<file path="config.mk">
export PLATFORM = sky130hd
export DESIGN_NAME = lock_on_ctrl
export DESIGN_NICKNAME = d
export VERILOG_FILES = /design/src/rtl/lock_pkg.sv /design/src/rtl/rise_edge_det.sv /design/src/rtl/lock_on_ctrl.sv
export SDC_FILE = /design/constraint.sdc
export NUM_CORES = 1
export LEC_CHECK = 0
export CAP_MARGIN = 20
export CORE_AREA = 2 2 440 442
export DETAILED_ROUTE_END_ITERATION = 7
export DIE_AREA = 0 0 442 444
export HOLD_SLACK_MARGIN = 0.08
export PLACE_DENSITY = 0.3
export SLEW_MARGIN = 20
export SYNTH_ARGS = -nofsm -noshare
export SYNTH_HDL_FRONTEND = slang
export SYNTH_SLANG_ARGS = --single-unit
</file>
<file path="constraint.sdc">
create_clock -name clk -period 7.3 [get_ports clk]
set_clock_uncertainty 0.1 [all_clocks]
set_input_delay 1.46 -clock clk [delete_from_list [all_inputs] [get_ports clk]]
set_output_delay 1.46 -clock clk [all_outputs]
set_load 0.1 [all_outputs]
</file>
<file path="src/rtl/lock_pkg.sv">
// Shared state type and constants for the lock-on controller.
// The centre-window helper is shared so every user applies the same inclusive bounds.
package lock_pkg;

  typedef enum logic [1:0] {
    StUnlocked,
    StSearch,
    StLocked,
    StLost
  } lock_state_e;

  localparam int unsigned NTgtDefault = 16;

  localparam logic [9:0] CenterXMin = 10'd288;
  localparam logic [9:0] CenterXMax = 10'd351;
  localparam logic [9:0] CenterYMin = 10'd208;
  localparam logic [9:0] CenterYMax = 10'd271;

  function automatic logic in_center(input logic [9:0] x, input logic [9:0] y);
    return (x >= CenterXMin) && (x <= CenterXMax) && (y >= CenterYMin) && (y <= CenterYMax);
  endfunction

endpackage

</file>
<file path="src/rtl/rise_edge_det.sv">
// Rising-edge detector for a level input.
// The previous level is registered; rise is high in the cycle the level first reads 1.
module rise_edge_det (
  input  logic clk,
  input  logic rst_n,
  input  logic level,
  output logic rise
);

  logic prev_q;

  always_ff @(posedge clk or negedge rst_n) begin
    if (!rst_n) begin
      prev_q <= 1'b0;
    end else begin
      prev_q <= level;
    end
  end

  assign rise = level & ~prev_q;

endmodule

</file>
<file path="src/rtl/lock_on_ctrl.sv">
// Target lock-on controller: a left click scans all slots for a box under the cursor and
// locks the lowest-index match; the lock survives short detection dropouts.
module lock_on_ctrl
  import lock_pkg::*;
#(
  parameter int unsigned N_TGT       = NTgtDefault,
  parameter int unsigned LOST_FRAMES = 30
) (
  input  logic                clk,
  input  logic                rst_n,
  input  logic                frame_start,
  input  logic [N_TGT*10-1:0] aim_x_all,
  input  logic [N_TGT*10-1:0] aim_y_all,
  input  logic [N_TGT-1:0]    aim_detected_all,
  input  logic [N_TGT*12-1:0] box_x_min_all,
  input  logic [N_TGT*12-1:0] box_x_max_all,
  input  logic [N_TGT*12-1:0] box_y_min_all,
  input  logic [N_TGT*12-1:0] box_y_max_all,
  input  logic [9:0]          mouse_x_pixel,
  input  logic [9:0]          mouse_y_pixel,
  input  logic                click_l,
  input  logic                click_r,
  input  logic                target_off,
  output logic                is_locked,
  output logic [3:0]          locked_idx,
  output logic                center_hit,
  output logic                lock_event,
  output logic                lost_event,
  output logic                busy
);

  localparam int unsigned CntW    = (LOST_FRAMES > 1) ? $clog2(LOST_FRAMES) : 1;
  localparam logic [3:0]  LastIdx = 4'(N_TGT - 1);
  localparam logic [CntW-1:0] LastCnt = CntW'(LOST_FRAMES - 1);

  lock_state_e     state_q;
  logic [3:0]      scan_q;
  logic            found_q;
  logic [3:0]      cand_q;
  logic [CntW-1:0] lost_cnt_q;
  logic [9:0]      mouse_x_q;
  logic [9:0]      mouse_y_q;

  logic l_rise;
  logic r_rise;
  logic slot_hit;
  logic [11:0] mx;
  logic [11:0] my;

  logic [9:0]  aim_x [N_TGT];
  logic [9:0]  aim_y [N_TGT];
  logic [11:0] bx_min [N_TGT];
  logic [11:0] bx_max [N_TGT];
  logic [11:0] by_min [N_TGT];
  logic [11:0] by_max [N_TGT];

  for (genvar k = 0; k < N_TGT; k++) begin : g_slot
    assign aim_x[k]  = aim_x_all[k*10 +: 10];
    assign aim_y[k]  = aim_y_all[k*10 +: 10];
    assign bx_min[k] = box_x_min_all[k*12 +: 12];
    assign bx_max[k] = box_x_max_all[k*12 +: 12];
    assign by_min[k] = box_y_min_all[k*12 +: 12];
    assign by_max[k] = box_y_max_all[k*12 +: 12];
  end

  rise_edge_det u_click_l (
    .clk   (clk),
    .rst_n (rst_n),
    .level (click_l),
    .rise  (l_rise)
  );

  rise_edge_det u_click_r (
    .clk   (clk),
    .rst_n (rst_n),
    .level (click_r),
    .rise  (r_rise)
  );

  assign mx = {2'b00, mouse_x_q};
  assign my = {2'b00, mouse_y_q};

  always_comb begin
    slot_hit = aim_detected_all[scan_q] &&
               (bx_min[scan_q] <= mx) && (mx <= bx_max[scan_q]) &&
               (by_min[scan_q] <= my) && (my <= by_max[scan_q]);
  end

  always_ff @(posedge clk or negedge rst_n) begin
    if (!rst_n) begin
      state_q    <= StUnlocked;
      scan_q     <= '0;
      found_q    <= 1'b0;
      cand_q     <= '0;
      lost_cnt_q <= '0;
      mouse_x_q  <= '0;
      mouse_y_q  <= '0;
      is_locked  <= 1'b0;
      locked_idx <= '0;
      center_hit <= 1'b0;
      lock_event <= 1'b0;
      lost_event <= 1'b0;
      busy       <= 1'b0;
    end else begin
      lock_event <= 1'b0;
      lost_event <= 1'b0;
      center_hit <= is_locked && aim_detected_all[locked_idx] &&
                    in_center(aim_x[locked_idx], aim_y[locked_idx]);

      if (target_off) begin
        state_q   <= StUnlocked;
        is_locked <= 1'b0;
        busy      <= 1'b0;
      end else begin
        unique case (state_q)
          StUnlocked: begin
            if (l_rise) begin
              state_q   <= StSearch;
              busy      <= 1'b1;
              scan_q    <= '0;
              found_q   <= 1'b0;
              mouse_x_q <= mouse_x_pixel;
              mouse_y_q <= mouse_y_pixel;
            end
          end
          StSearch: begin
            if (r_rise) begin
              state_q <= StUnlocked;
              busy    <= 1'b0;
            end else begin
              if (slot_hit && !found_q) begin
                found_q <= 1'b1;
                cand_q  <= scan_q;
              end
              if (scan_q == LastIdx) begin
                busy <= 1'b0;
                if (found_q || slot_hit) begin
                  // A match on the final slot has not reached cand_q yet.
                  state_q    <= StLocked;
                  is_locked  <= 1'b1;
                  lock_event <= 1'b1;
                  locked_idx <= found_q ? cand_q : scan_q;
                end else begin
                  state_q <= StUnlocked;
                end
              end else begin
                scan_q <= scan_q + 4'd1;
              end
            end
          end
          StLocked: begin
            if (r_rise) begin
              state_q   <= StUnlocked;
              is_locked <= 1'b0;
            end else if (frame_start && !aim_detected_all[locked_idx]) begin
              state_q    <= StLost;
              lost_cnt_q <= '0;
            end
          end
          StLost: begin
            if (r_rise) begin
              state_q   <= StUnlocked;
              is_locked <= 1'b0;
            end else if (frame_start) begin
              if (aim_detected_all[locked_idx]) begin
                state_q    <= StLocked;
                lost_cnt_q <= '0;
              end else if (lost_cnt_q == LastCnt) begin
                state_q    <= StUnlocked;
                is_locked  <= 1'b0;
                lost_event <= 1'b1;
                lost_cnt_q <= '0;
              end else begin
                lost_cnt_q <= lost_cnt_q + CntW'(1);
              end
            end
          end
          default: begin
            state_q   <= StUnlocked;
            is_locked <= 1'b0;
            busy      <= 1'b0;
          end
        endcase
      end
    end
  end

endmodule
</file>
==> run summary <==
Initial Utilization: 5.234%
IR Drop Worst-Case VDD: 0.1864 mV
YS warnings: 0
Core Box Area: 191600 sq um
register area share after synthesis: 11.73%
min Tclk post-route: 5.484 ns
period utilization: 75.13%
I/O pin cnt: 1139
Nets: 2952
commonest non-fill, non-tap cells in the layout: clkdlybuf4s50_1 (993), mux4_2 (232), inv_1 (55), o21ai_0 (50), ha_1 (47)
CP max stage delay: 0.55 ns
DRT iter0 DRCs: 472
DR pass1 iterations: 4
WS Path Type: in2reg
Max Clk Rate: 0.1823 GHz
area share of the largest cell type after synthesis: 52.11%
clock-pin slew on the worst setup and hold paths: 0.07 ns
Cell Area, Synth: 10030 sq um
Synth Net Count: 1997
max-slew violations: 0
CTS Hold Bufs: 0
first-pass GRT wire length: 128000 microns
Buf/Inv on CP: 1
CP most frequent cell: mux4_2
final WL: 99350 microns
CP endpoint kind: flip-flop
Area Growth Syn to Fin: 130.9%
Remaining DRCs: 0
RD Place Congestion: 0.8249
Total GRT Usage: 9.688%
Cell Chain, Critical Path: clkdlybuf4s50_1 -> mux4_2 -> mux4_2 -> ha_1 -> nand2_1 -> o21ai_0 -> a2111oi_0 -> a221oi_1 -> o2bb2ai_1 -> o41ai_4 -> nand3b_4 -> mux2_4
Mapped Cells: 820
Critical Path Stages: 12
Static Leak: 7.446 nW
Core Rows: 161
slew margin rel.: 32.04%
vias in the first global route: 13410
vias per inst: 2.761
WP data required: 7.39 ns
Die ar.: 196200 sq um
Post-synth EDFFs: 0
commonest non-fill, non-tap cell in the layout: clkdlybuf4s50_1
worst-skew pair later-pin latency: 0.30 ns
vias: 11890
Chip Height: 444 microns
CP delay by family, top: compound AO/OA/AOI/OAI gates
post-placement cell count: 4294
outcome: complete, no violations
CTS max path bufs: 2
GR Overflow Total: 0
count of cell types in the netlist: 75
clk root buf: clkbuf_16
Chip Width: 442 microns
Hold WC Path Type: reg2reg
Worst setup SP type: input port
CTS Buf Count: 5
initial antenna violation count: 34
post-DP HPWL: 90120 microns
layout cells sized above 1: 17.34%
CTS resizes: 0
Async S/R FF share, synth: 100.0%
setup TNS: 0 ns
post-synthesis register bit count: 47
critical path peak fanout: 5
CTS sink cnt: 47
antenna-violating nets left: 0
final setup fails: 0
I/O Buffers: 994
Mean Syn Cell Area: 12.23 sq um
Critical Path AT: 5.57 ns
largest net degree at the start of global routing: 58
worst slew pin tran: 1.016 ns
Reg2Reg Depth: 14
Most used DFF post-synth: dfrtp_1
RSZ-0062 raised after global routing: false
htree depth: 2
WHS Path Cells: 1
non-filler cells, final: 4307
buffers inserted by post-CTS timing repair: 0
wire per inst: 23.07 microns
Max Cap Viol: 0
synth top area cells: mux4_2 (52%), dfrtp_1 (12%), ha_1 (5.9%)
Hold Vio Cnt, Final: 0
CTS tree: built
slowest CP cell: a2111oi_0
Power Dens Cells: 244.8 nW/um^2
cell taking the most area after synthesis: mux4_2
==> path summary, 6_finish.rpt <==
check,start,to,slack (ns)
max in group asynchronous,rst_n,scan_q[3],5.39
worst max-delay path,box_y_min_all[138],locked_idx[3],1.82
worst min-delay path,lost_cnt_q[4],lost_cnt_q[4],0.40
min in group asynchronous,rst_n,lock_event,1.17
worst min register to register,lost_cnt_q[4],lost_cnt_q[4],0.40
worst max register to register,scan_q[0],locked_idx[3],2.00
==> kinds of logic after synthesis <==
| kind of cell | count (synthesis) | share of synthesized area (%) |
|---|---|---|
| adder cells (fa/ha/maj) | 47 | 5.865 |
| buffers and inverters | 130 | 6.851 |
| flip-flops | 47 | 11.73 |
| multiplexers | 247 | 53.91 |
| AO/OA/AOI/OAI | 149 | 9.920 |
| AND/OR/NAND/NOR | 195 | 11.29 |
| XOR/XNOR | 5 | 0.4368 |
==> synth_stat cells, types with 5 or more instances <==
cell	instances
a31oi_1	5
ha_1	47
a221oi_1	5
inv_1	55
nor4_1	19
nor3b_1	5
mux2_2	8
nand2b_1	5
a211oi_1	8
nor4b_1	10
clkbuf_8	14
nand3_1	13
buf_2	21
mux4_2	232
nor3_1	29
dfrtp_1	47
clkbuf_1	30
nand4_1	11
nor2b_1	6
nand2_1	41
a21oi_1	36
nor2_1	28
o21ai_0	50
==> per-stage QoR <==
stage	worst slack, ns	instance area [sq um]	total power [W]	hold WS, ns	utilization, %
after global routing	1.551	23140	0.006227	0.4222	12.08
after detailed placement	1.333	22970	0.005720	0.3820	11.99
final	1.816	23150	0.005668	0.3978	12.09
after global placement	1.339	22970	0.005757	0.3797	11.99
after floorplan	2.481	10030	0.003340	0.3453	-
after CTS	1.670	23140	0.006036	0.3998	12.08
==> where the power goes <==
part           total (W)  internal [W]  switching (W)  leakage (nW)
sequential      0.000655      0.000352       0.000303         0.596
clock           0.000286      0.000163       0.000122        0.0805
combinational    0.00473       0.00234        0.00239          6.77
==> flip-flops by register name, indices dropped and copies added (netlist names) <==
| name | flops |
|---|---|
| mouse_x_q | 10 |
| mouse_y_q | 10 |
| lost_cnt_q | 5 |
| cand_q | 4 |
| locked_idx | 4 |
| scan_q | 4 |
| state_q | 2 |
| busy | 1 |
| center_hit | 1 |
| found_q | 1 |
| is_locked | 1 |
| lock_event | 1 |
| lost_event | 1 |
| u_click_l.prev_q | 1 |
| u_click_r.prev_q | 1 |
==> worst register-to-register path, cell delays in order (launching register included) <==
cell,delay (ns)
dfrtp_4,0.98
buf_4,0.59
mux4_2,0.58
mux4_2,0.48
inv_1,0.12
ha_1,0.25
a21oi_1,0.16
nor2b_1,0.06
o21ai_0,0.26
o211a_1,0.36
nor4_2,0.09
buf_4,0.18
o41ai_4,0.45
nand3b_4,0.18
mux2_4,0.34
==> layer usage <==
layer / GRT usage (%) / share of wire [%]
met2: 19.95 / 57
met4: 0.5891 / 0.55
met3: 2.170 / 6.1
met5: 0 / 0.14
met1: 10.20 / 36
==> area by class of cell <==
class                   count  area [sq um]
fillers                 21810        168400
repair buffers           1023         10220
multi-input cells         643          8183
well taps                2526          3161
flip-flops and latches     47          1195
inverters                  55         206.4
clock buffers               5         125.1
clock inverters             3         46.29
diodes                      5         12.51
No activity file was read; power rests on OpenSTA's default activity.
